--- src/rtl/issue_scheduler_pkg.sv ---
// Shared unit-type encodings and the buffered instruction entry for the issue scheduler.
package issue_pkg;
    localparam int NUM_UNITS     = 7;
    localparam int ISS_PAYLOAD_W = 32;

    localparam logic [2:0] TYPE_ALU    = 3'd0;
    localparam logic [2:0] TYPE_BR     = 3'd1;
    localparam logic [2:0] TYPE_DIV    = 3'd2;
    localparam logic [2:0] TYPE_PRIV   = 3'd3;
    localparam logic [2:0] TYPE_MUL    = 3'd4;
    localparam logic [2:0] TYPE_DCACHE = 3'd5;
    localparam logic [2:0] TYPE_LLSC   = 3'd6;

    typedef struct packed {
        logic [2:0]               utype;
        logic [4:0]               rj;
        logic                     rj_use;
        logic [4:0]               rk;
        logic                     rk_use;
        logic [4:0]               rd;
        logic                     rd_we;
        logic [ISS_PAYLOAD_W-1:0] payload;
    } iss_entry_t;

    function automatic logic [31:0] onehot32(input logic [4:0] idx);
        return 32'd1 << idx;
    endfunction
endpackage

--- src/rtl/issue_scheduler_fifo.sv ---
// Synchronous FIFO of decoded entries; flush and reset both empty it in one cycle.
module issue_fifo
    import issue_pkg::*;
#(
    parameter int  DEPTH = 4,
    localparam int AW    = $clog2(DEPTH),
    localparam int CW    = $clog2(DEPTH + 1)
) (
    input  logic          clk,
    input  logic          rst,
    input  logic          i_flush,
    input  logic          i_push,
    input  iss_entry_t    i_data,
    input  logic          i_pop,
    output iss_entry_t    o_head,
    output logic          o_empty,
    output logic          o_full,
    output logic [CW-1:0] o_count
);
    iss_entry_t    r_mem [DEPTH];
    logic [AW-1:0] r_wptr;
    logic [AW-1:0] r_rptr;
    logic [CW-1:0] r_count;
    logic          w_push;
    logic          w_pop;

    assign o_empty = (r_count == '0);
    assign o_full  = (r_count == CW'(DEPTH));
    assign o_count = r_count;
    assign o_head  = r_mem[r_rptr];
    assign w_push  = i_push & ~o_full;
    assign w_pop   = i_pop & ~o_empty;

    // Pointers wrap naturally because DEPTH is a power of two.
    always_ff @(posedge clk) begin
        if (rst || i_flush) begin
            r_wptr  <= '0;
            r_rptr  <= '0;
            r_count <= '0;
        end else begin
            if (w_push) r_wptr <= r_wptr + 1'b1;
            if (w_pop)  r_rptr <= r_rptr + 1'b1;
            r_count <= r_count + CW'(w_push) - CW'(w_pop);
        end
    end

    always_ff @(posedge clk) begin
        if (w_push && !rst && !i_flush) r_mem[r_wptr] <= i_data;
    end
endmodule

--- src/rtl/issue_scheduler.sv ---
// In-order issue controller: FIFO head issues when its registers are free and its unit is ready.
// Optional ISSUE_SCHED_PERF_EN adds saturating RAW-stall and unit-stall counters.
module issue_scheduler
    import issue_pkg::*;
#(
    parameter int  DEPTH     = 4,
    parameter int  PAYLOAD_W = ISS_PAYLOAD_W,
    localparam int CW        = $clog2(DEPTH + 1)
) (
    input  logic                 clk,
    input  logic                 rst,
    input  logic                 flush,
    input  logic                 in_valid,
    output logic                 in_ready,
    input  logic [2:0]           in_type,
    input  logic [4:0]           in_rj,
    input  logic                 in_rj_use,
    input  logic [4:0]           in_rk,
    input  logic                 in_rk_use,
    input  logic [4:0]           in_rd,
    input  logic                 in_rd_we,
    input  logic [PAYLOAD_W-1:0] in_payload,
    input  logic [NUM_UNITS-1:0] unit_ready,
    output logic                 iss_valid,
    output logic [2:0]           iss_type,
    output logic [4:0]           iss_rd,
    output logic                 iss_rd_we,
    output logic [PAYLOAD_W-1:0] iss_payload,
    input  logic                 wb_valid,
    input  logic [4:0]           wb_rd,
`ifdef ISSUE_SCHED_PERF_EN
    output logic [31:0]          perf_raw_stall,
    output logic [31:0]          perf_unit_stall,
`endif
    output logic [CW-1:0]        count
);
    iss_entry_t  w_in;
    iss_entry_t  w_head;
    logic        w_empty;
    logic        w_full;
    logic        w_push;
    logic [2:0]  w_type;
    logic [31:0] w_wb_mask;
    logic [31:0] w_sbe;
    logic [31:0] w_set_mask;
    logic        w_serial;
    logic        w_hazard;
    logic [31:0] r_sb;

    assign w_in = '{utype: in_type, rj: in_rj, rj_use: in_rj_use, rk: in_rk, rk_use: in_rk_use,
                    rd: in_rd, rd_we: in_rd_we, payload: in_payload};

    assign in_ready = ~w_full;
    assign w_push   = in_valid & in_ready & ~flush;

    issue_fifo #(.DEPTH(DEPTH)) u_fifo (
        .clk     (clk),
        .rst     (rst),
        .i_flush (flush),
        .i_push  (w_push),
        .i_data  (w_in),
        .i_pop   (iss_valid),
        .o_head  (w_head),
        .o_empty (w_empty),
        .o_full  (w_full),
        .o_count (count)
    );

    // The unused encoding 7 is steered to the ALU.
    assign w_type = (w_head.utype == 3'd7) ? TYPE_ALU : w_head.utype;

    // A same-cycle writeback releases its register before the hazard check.
    assign w_wb_mask = wb_valid ? onehot32(wb_rd) : 32'd0;
    assign w_sbe     = r_sb & ~w_wb_mask;

    assign w_serial = (w_type == TYPE_PRIV) || (w_type == TYPE_LLSC);
    assign w_hazard = (w_head.rj_use & w_sbe[w_head.rj])
                    | (w_head.rk_use & w_sbe[w_head.rk])
                    | (w_head.rd_we  & w_sbe[w_head.rd])
                    | (w_serial & (|w_sbe));

    assign iss_valid   = ~w_empty & ~w_hazard & unit_ready[w_type] & ~flush;
    assign iss_type    = w_type;
    assign iss_rd      = w_head.rd;
    assign iss_rd_we   = w_head.rd_we & (w_head.rd != 5'd0);
    assign iss_payload = w_head.payload;

    assign w_set_mask = (iss_valid & iss_rd_we) ? onehot32(iss_rd) : 32'd0;

    always_ff @(posedge clk) begin
        if (rst || flush) r_sb <= '0;
        else              r_sb <= (w_sbe | w_set_mask) & ~32'd1;
    end

`ifdef ISSUE_SCHED_PERF_EN
    logic [31:0] r_raw_stall;
    logic [31:0] r_unit_stall;

    always_ff @(posedge clk) begin
        if (rst) begin
            r_raw_stall  <= '0;
            r_unit_stall <= '0;
        end else begin
            if (!w_empty && w_hazard && r_raw_stall != '1)
                r_raw_stall <= r_raw_stall + 32'd1;
            if (!w_empty && !w_hazard && !unit_ready[w_type] && r_unit_stall != '1)
                r_unit_stall <= r_unit_stall + 32'd1;
        end
    end

    assign perf_raw_stall  = r_raw_stall;
    assign perf_unit_stall = r_unit_stall;
`endif
endmodule

--- config.mk ---
export PLATFORM = sky130hd
export DESIGN_NAME = issue_scheduler
export DESIGN_NICKNAME = d
export VERILOG_FILES = /design/src/rtl/issue_scheduler_pkg.sv /design/src/rtl/issue_scheduler_fifo.sv /design/src/rtl/issue_scheduler.sv
export SDC_FILE = /design/constraint.sdc
export NUM_CORES = 1
export LEC_CHECK = 0
export BUFFER_PORTS_ARGS = -buffer_cell sky130_fd_sc_hd__buf_2
export CAP_MARGIN = 30
export CELL_PAD_IN_SITES_DETAIL_PLACEMENT = 1
export CELL_PAD_IN_SITES_GLOBAL_PLACEMENT = 2
export CORE_UTILIZATION = 43
export DETAILED_ROUTE_END_ITERATION = 16
export PLACE_DENSITY_LB_ADDON = 0.1
export SLEW_MARGIN = 5
export SYNTH_ARGS = -nofsm -noshare
export SYNTH_HDL_FRONTEND = slang
export SYNTH_HIERARCHICAL = 1
export SYNTH_SLANG_ARGS = --single-unit
--- constraint.sdc ---
create_clock -name clk -period 4.8 [get_ports clk]
set_input_delay 0.48 -clock clk [delete_from_list [all_inputs] [get_ports clk]]
set_output_delay 0.48 -clock clk [all_outputs]
set_load 0.03 [all_outputs]
==> results of run 1 <==
## worst paths after layout
path,startpoint,end,depth (start not counted)
max,flop,u_fifo/o_count[2],16
min,in_payload[11],u_fifo/r_mem[0][11],1
max reg2reg,flop,u_fifo/o_count[2],16
min reg2reg,u_fifo/r_rptr[0],flop,2
## cells in the mapped netlist, types with 9 or more instances
master,count,area (µm²)
edfxtp_1,212,6370
mux4_2,55,1240
dfxtp_1,40,801
nor2_1,38,143
nand2_1,35,131
o22ai_1,26,163
o21ai_0,22,110
inv_1,17,63.8
clkbuf_1,15,56.3
mux2i_1,13,130
o211ai_1,13,97.6
buf_2,12,60.1
nor3_1,12,60.1
nand3_1,11,55.1
nand4_1,11,68.8
o21ai_1,11,55.1
o32ai_1,11,96.3
nand2b_1,9,56.3
## what timing repair did
item                       4_1_cts  5_1_grt
gates resized for setup          0        5
buffers inserted                 0       11
setup endpoints to repair        0        1
## critical path, delay by kind of cell (launching register included)
kind | cells | cell delay [ns]
muxes | 2 | 1.08
AOI/OAI and AO/OA | 4 | 1.00
adders and majority gates | 3 | 0.73
and+or+nand+nor | 3 | 0.61
DFF | 1 | 0.48
xor gates and xnor gates | 2 | 0.35
buffers and inverters | 2 | 0.23
## metrics by stage
stage	utilization	cells
CTS	0.515	1200
global route	0.520	1212
finish	0.520	1213
floorplan	-	705
global placement	0.479	1148
detailed placement	0.479	1148
## registers in the layout (all words and copies together), names as in the netlist, named ones only
signal	cells
u_fifo/r_wptr	2
u_fifo/r_rptr	2
u_fifo/o_count	3
r_sb	31
u_fifo/r_mem	212
## logic make-up after synthesis
kind of cell    synth area share
fa+ha+maj                0.00860
simple gates              0.0814
mux                        0.135
compound gates            0.0889
xor+xnor                 0.00475
buf+inv                   0.0328
flops                      0.648
## area by class of cell
cell class                      instances  area share
Sequential cell                       252       0.547
Tap cell                              330      0.0315
Clock inverter                         20      0.0134
Timing Repair Buffer                  167      0.0766
Inverter                               18     0.00544
Antenna cell                            1    0.000191
Clock buffer                           32      0.0546
Multi-Input combinational cell        393       0.271
## per-layer routing
metal  part of all wire  GRT usage  vias to the layer above
li1                   -          -                     3181
met1               0.41      0.311                     3654
met2               0.49      0.387                      260
met3              0.062     0.0523                       64
met4              0.028     0.0759                        6
met5             0.0011          0                        -
## power by group through the flow
stage                     sequential, µW  clock [µW]  combinational (µW)
final                               2380        2040                 172
after global routing                2380        2150                 186
after CTS                           2380        2080                 167
after detailed placement            2430           0                 166
after global placement              2430           0                 159
after floorplan                     2430           0                84.2
## cells in the final DEF (no fill, tap or decap), types with 5 or more instances in the layout
cell type / count
or2_2: 5
nor2b_1: 8
mux2i_1: 13
inv_1: 17
a21oi_1: 5
nand4_1: 11
ha_1: 6
clkinv_1: 10
o311ai_0: 8
nand3_1: 11
mux4_2: 55
dfxtp_1: 38
a31oi_1: 5
o32ai_1: 11
o21ai_0: 22
o2111ai_1: 5
nor3_1: 12
or3_1: 6
o22ai_1: 26
buf_4: 49
nand2_1: 35
buf_2: 115
o21ai_1: 11
edfxtp_1: 212
o211ai_1: 13
o31ai_1: 7
clkbuf_16: 28
nor4b_1: 5
nor2_1: 38
and3_2: 5
nand2b_1: 9
==> key figures, run 1 <==
Routing
  • Wire per inst: 25.2 µm
  • Vias post-DR: 7165
  • Post-route ant nets: 0
  • DRC: 0
  • First drt pass iteration count: 5
  • Initial DRC count: 670
  • DR vias/cell: 5.91
  • Total Routed Length: 30500 µm

Place
  • IO buf count: 115
  • DP Area: 12100 µm²
  • Final GP Congestion: 0.889
  • DP HPWL: 21300 µm
  • Pre-CTS WS: 0.119 ns

Setup path
  • FF-to-FF setup slack: 0.16 ns
  • CP Class: reg -> reg
  • Worst path required time: 5.21 ns
  • Worst Path Max Fanout: 11
  • Worst path slowest cell: mux4_2
  • CP endpoint kind: flop
  • Type of origin of the critical path: flop
  • WP data arrival: 5.05 ns
  • Cells along the critical path: mux4_2 -> buf_4 -> mux4_2 -> o211ai_1 -> a41oi_1 -> o32a_1 -> a2111oi_4 -> and3_2 -> nor2b_1 -> ha_1 -> inv_1 -> ha_1 -> fa_1 -> xnor2_1 -> xnor2_1 -> nor3_1
  • Crit path largest cell delay: 0.68 ns

STA
  • Setup tns final: 0 ns
  • Fmax: 216 MHz
  • Slew Limit Fails: 0
  • Fin crit period: 4.64 ns
  • Worst setup margin: 0.163 ns
  • Final Hold Vio Count: 0
  • Part of the cycle the worst path needs: 0.966
  • Final Hold Slack: 0.127 ns
  • Least-Margin Pin Slew: 0.717 ns
  • Final setup viols: 0
  • Skew final: 0.0404 ns
  • Slew HR: 0.517

Power and ir drop
  • Comb pwr share: 0.037
  • Tot Pwr: 4600 µW
  • Switching power share of the total: 0.213
  • Clock power share: 0.444
  • Cell Int Power: 3620 µW
  • Leakage Power: 0.00438 µW
  • Power share of the sequential group: 0.518
  • Pwr dens: 351 nW/µm²
  • P_sw: 981 µW
  • VDD IR max: 0.339 mV

Synthesis
  • Synth Warn #: 6
  • Synth unique cells: 64
  • Top FF cell, synth: edfxtp_1
  • Number of flops mapped to enable cells by yosys: 212
  • Mean Syn Cell Area: 15.7 µm²
  • Post-synth ARST share: 0
  • Flops & latches, synth: 252
  • Seq/Total Area, Yosys: 0.648
  • Syn nets: 782
  • Synth Instances: 705
  • Post-Syn Area: 11100 µm²

Die
  • Core area: 25200 µm²
  • Die X: 162 µm
  • # IOs: 116
  • # rows: 58
  • Die ar.: 26300 µm²
  • Initial Util: 0.439
  • Die H: 162 µm

Final layout
  • Finished Cell Area: 13100 µm²
  • Reg area: 7170 µm²
  • Share of post-route cells with drive strength above 1: 0.325
  • Filler cells: 2405
  • Nets@finish: 937
  • Area occupied by multi-input gates: 3550 µm²
  • Layout area overhead: 18.6%

Outcome
  • Status: finished clean

GRT
  • Antenna violations before repair: 6
  • GR Util All Layers: 0.236
  • Pin count of the biggest net entering global routing: 47
  • Vias in the first global route: 7565
  • First-pass GRT wire length: 46400 µm
  • GRT overflow: 0

CTS
  • CTS tree: yes
  • CTS Root Cell: clkbuf_16
  • Clk sink count: 252
  • Reg clk slew, reported paths: 0.06 ns
  • Hold buffers post-CTS: 0
  • Worst-Skew Late Latency: 0.56 ns
  • Total CTS buffers: 28
  • Max H-tree Level: 1
  • Worst-case clock buffer depth: 3

Min path
  • Hold WC Path Type: in -> reg

Flow run
  • Max_cap viols: 0
Note: power is estimated with default switching activity, not from simulation.
==> run 2, diff against run 1 <==
--- a/config.mk
+++ b/config.mk
@@ -9,9 +9,11 @@
 export CAP_MARGIN = 30
 export CELL_PAD_IN_SITES_DETAIL_PLACEMENT = 1
 export CELL_PAD_IN_SITES_GLOBAL_PLACEMENT = 2
+export CORE_MARGIN = 1
 export CORE_UTILIZATION = 43
 export DETAILED_ROUTE_END_ITERATION = 16
 export PLACE_DENSITY_LB_ADDON = 0.1
+export REMOVE_ABC_BUFFERS = 1
 export SLEW_MARGIN = 5
 export SYNTH_ARGS = -nofsm -noshare
 export SYNTH_HDL_FRONTEND = slang
==> key figures, run 2 (synthesized netlist as in run 1, its figures left out) <==
Die
  • Core area: 25200 µm² (unchanged)
  • # rows: 58 (unchanged)
  • Die ar.: 26300 µm² (unchanged)
  • Die X: 162 µm (unchanged)
  • Initial Util: 0.439 (unchanged)
  • Die H: 162 µm (unchanged)
  • # IOs: 116 (unchanged)

Setup path
  • Cells along the critical path: mux4_2 -> xnor2_1 -> nand4_1 -> o311ai_0 -> a21boi_0 -> o32a_1 -> a2111oi_4 -> and3_1 -> nor2b_1 -> ha_1 -> inv_1 -> ha_1 -> fa_1 -> xnor2_1 -> xnor2_1 -> nor3_1 (was mux4_2 -> buf_4 -> mux4_2 -> o211ai_1 -> a41oi_1 -> o32a_1 -> a2111oi_4 -> and3_2 -> nor2b_1 -> ha_1 -> inv_1 -> ha_1 -> fa_1 -> xnor2_1 -> xnor2_1 -> nor3_1)
  • CP endpoint kind: flop (unchanged)
  • Type of origin of the critical path: flop (unchanged)
  • Worst path most repeated cell: xnor2_1
  • FF-to-FF setup slack: 0.31 ns (was 0.16 ns)
  • R2r endpoint: u_fifo/o_count[2] (unchanged)
  • Register-to-Register Path Depth: 16 (unchanged)
  • Worst path bufs/invs: 1 (was 2)
  • Worst path slowest cell: mux4_2 (unchanged)
  • Cell family with most CP delay: compound AO/OA/AOI/OAI gates (was multiplexers)
  • Worst Path Max Fanout: 9 (was 11)
  • WP data arrival: 4.92 ns (was 5.05 ns)
  • WP depth: 16 (unchanged)
  • CP Class: reg -> reg (unchanged)
  • Worst path required time: 5.24 ns (was 5.21 ns)
  • Crit path largest cell delay: 0.64 ns (was 0.68 ns)
  • Crit path to: u_fifo/o_count[2] (unchanged)

Power and ir drop
  • Leakage Power: 0.00435 µW (was 0.00438 µW)
  • Pwr dens: 349 nW/µm² (was 351 nW/µm²)
  • VDD IR max: 0.300 mV (was 0.339 mV)
  • Tot Pwr: 4530 µW (was 4600 µW)

Final layout
  • Fin util: 0.516 (was 0.520)
  • Commonest cells after routing, fill and taps aside: edfxtp_1, buf_2, mux4_2 (unchanged)
  • Share of post-route cells with drive strength above 1: 0.317 (was 0.325)
  • Number of flip-flops under the largest register name: 212 (unchanged)
  • Layout area overhead: 17.5% (was 18.6%)
  • Non-Filler Instances: 1207 (was 1213)
  • Commonest non-fill, non-tap cell in the layout: edfxtp_1 (unchanged)
  • Largest Register: u_fifo/r_mem (unchanged)
  • Nets@finish: 934 (was 937)

STA
  • Fmax: 223 MHz (was 216 MHz)
  • Final setup viols: 0 (unchanged)
  • Final Hold Vio Count: 0 (unchanged)
  • Slew Limit Fails: 0 (unchanged)
  • Fin crit period: 4.49 ns (was 4.64 ns)
  • Part of the cycle the worst path needs: 0.935 (was 0.966)
  • Slew HR: 0.467 (was 0.517)
  • Least-Margin Pin Slew: 0.792 ns (was 0.717 ns)
  • Skew final: 0.0116 ns (was 0.0404 ns)
  • Setup tns final: 0 ns (unchanged)
  • Unrepaired setup endpoints after global routing: false

Routing
  • First drt pass iteration count: 5 (unchanged)
  • Post-route ant nets: 0 (unchanged)
  • DR vias/cell: 5.86 (was 5.91)
  • DRC: 0 (unchanged)
  • Total Routed Length: 29000 µm (was 30500 µm)
  • Vias post-DR: 7076 (was 7165)
  • Wire per inst: 24.0 µm (was 25.2 µm)
  • Initial DRC count: 447 (was 670)

CTS
  • CTS Root Cell: clkbuf_16 (unchanged)
  • Clk sink count: 252 (unchanged)
  • CTS tree: yes (unchanged)
  • Max H-tree Level: 1 (unchanged)
  • Hold buffers post-CTS: 0 (unchanged)
  • Reg clk slew, reported paths: 0.06 ns (about the same)
  • Worst-Skew Late Latency: 0.55 ns (was 0.56 ns)
  • Worst-case clock buffer depth: 3 (unchanged)
  • Total CTS buffers: 27 (was 28)

GRT
  • Pin count of the biggest net entering global routing: 40 (was 47)
  • GR Util All Layers: 0.222 (was 0.236)
  • GRT overflow: 0 (unchanged)
  • Vias in the first global route: 7513 (was 7565)
  • Antenna violations before repair: 3 (was 6)
  • First-pass GRT wire length: 44100 µm (was 46400 µm)

Place
  • DP HPWL: 20200 µm (was 21300 µm)
  • Final GP Congestion: 0.927 (was 0.889)
  • Placed cells: 1149 (was 1148)
  • IO buf count: 115 (unchanged)

Min path
  • Hold WC Path Type: in -> reg (unchanged)
  • WHS Path Cells: 1 (unchanged)

Flow run
  • Max_cap viols: 0 (unchanged)

Outcome
  • Status: finished clean (unchanged)
==> run 2: cell types whose count changed in the layout (fill, tap and decap cells not counted), sizes merged <==
cell / change
buf: -2
clkbuf: -1
clkinv: -1
clkinvlp: -3
inv: +1
==> run 2: where the power goes <==
part           internal (µW)  switching [µW]  total [µW]
Combinational           54.0             112         166
Clock                   1140             839        1980
Sequential              2380            3.51        2380
Total                   3570             954        4530
==> run 2: timing repair <==
| action | CTS | global route |
|---|---|---|
| gates resized for setup | 0 | 1 |
| buffers inserted | 0 | 9 |
| setup endpoints to repair | 0 | 3 |
==> run 2: worst reg2reg max path, delay by kind of cell (launching register included) <==
kind / cells / cell delay (ns)
compound gates: 4 / 1.24
flops: 1 / 0.45
xor+xnor: 3 / 0.66
mux: 1 / 0.65
fa+ha+maj: 3 / 0.71
simple gates: 4 / 0.63
buf+inv: 1 / 0.04
==> run 2: worst min-delay path by stage <==
stage | start | end
4_1_cts | in_payload[2] | u_fifo/r_mem[0][2]
3_5_place_dp | u_fifo/r_rptr[0] | flop
5_1_grt | in_payload[0] | u_fifo/r_mem[2][0]
6_report | in_payload[0] | u_fifo/r_mem[2][0]
3_3_place_gp | u_fifo/r_rptr[0] | u_fifo/r_rptr[0]
2_1_floorplan | u_fifo/r_rptr[0] | flop
==> run 2: through the flow <==
stage,cell area (µm²),hold WS (ns),worst slack [ns]
5_1_grt,13000,0.131,0.0752
6_report,13000,0.144,0.312
4_1_cts,12900,0.121,0.0572
3_3_place_gp,12100,0.477,0.155
3_5_place_dp,12100,0.510,0.0750
2_1_floorplan,10800,0.462,-1.79
==> run 2: metal layers <==
metal | vias up | wire length (µm) | share of wire | track usage
li1 | 3188 | - | - | -
met1 | 3621 | 12700 | 0.44 | 0.297
met2 | 197 | 13700 | 0.47 | 0.357
met3 | 66 | 1580 | 0.054 | 0.0467
met4 | 4 | 972 | 0.033 | 0.0815
met5 | - | 22 | 0.00076 | 0
==> run 2: final cells by class <==
class | instances | area, µm²
Sequential cell | 252 | 7170
Clock buffer | 31 | 691
Fill cell | 2426 | 12200
Antenna cell | 1 | 2.50
Timing Repair Buffer | 165 | 963
Tap cell | 330 | 413
Inverter | 18 | 67.6
Clock inverter | 17 | 144
Multi-Input combinational cell | 393 | 3530
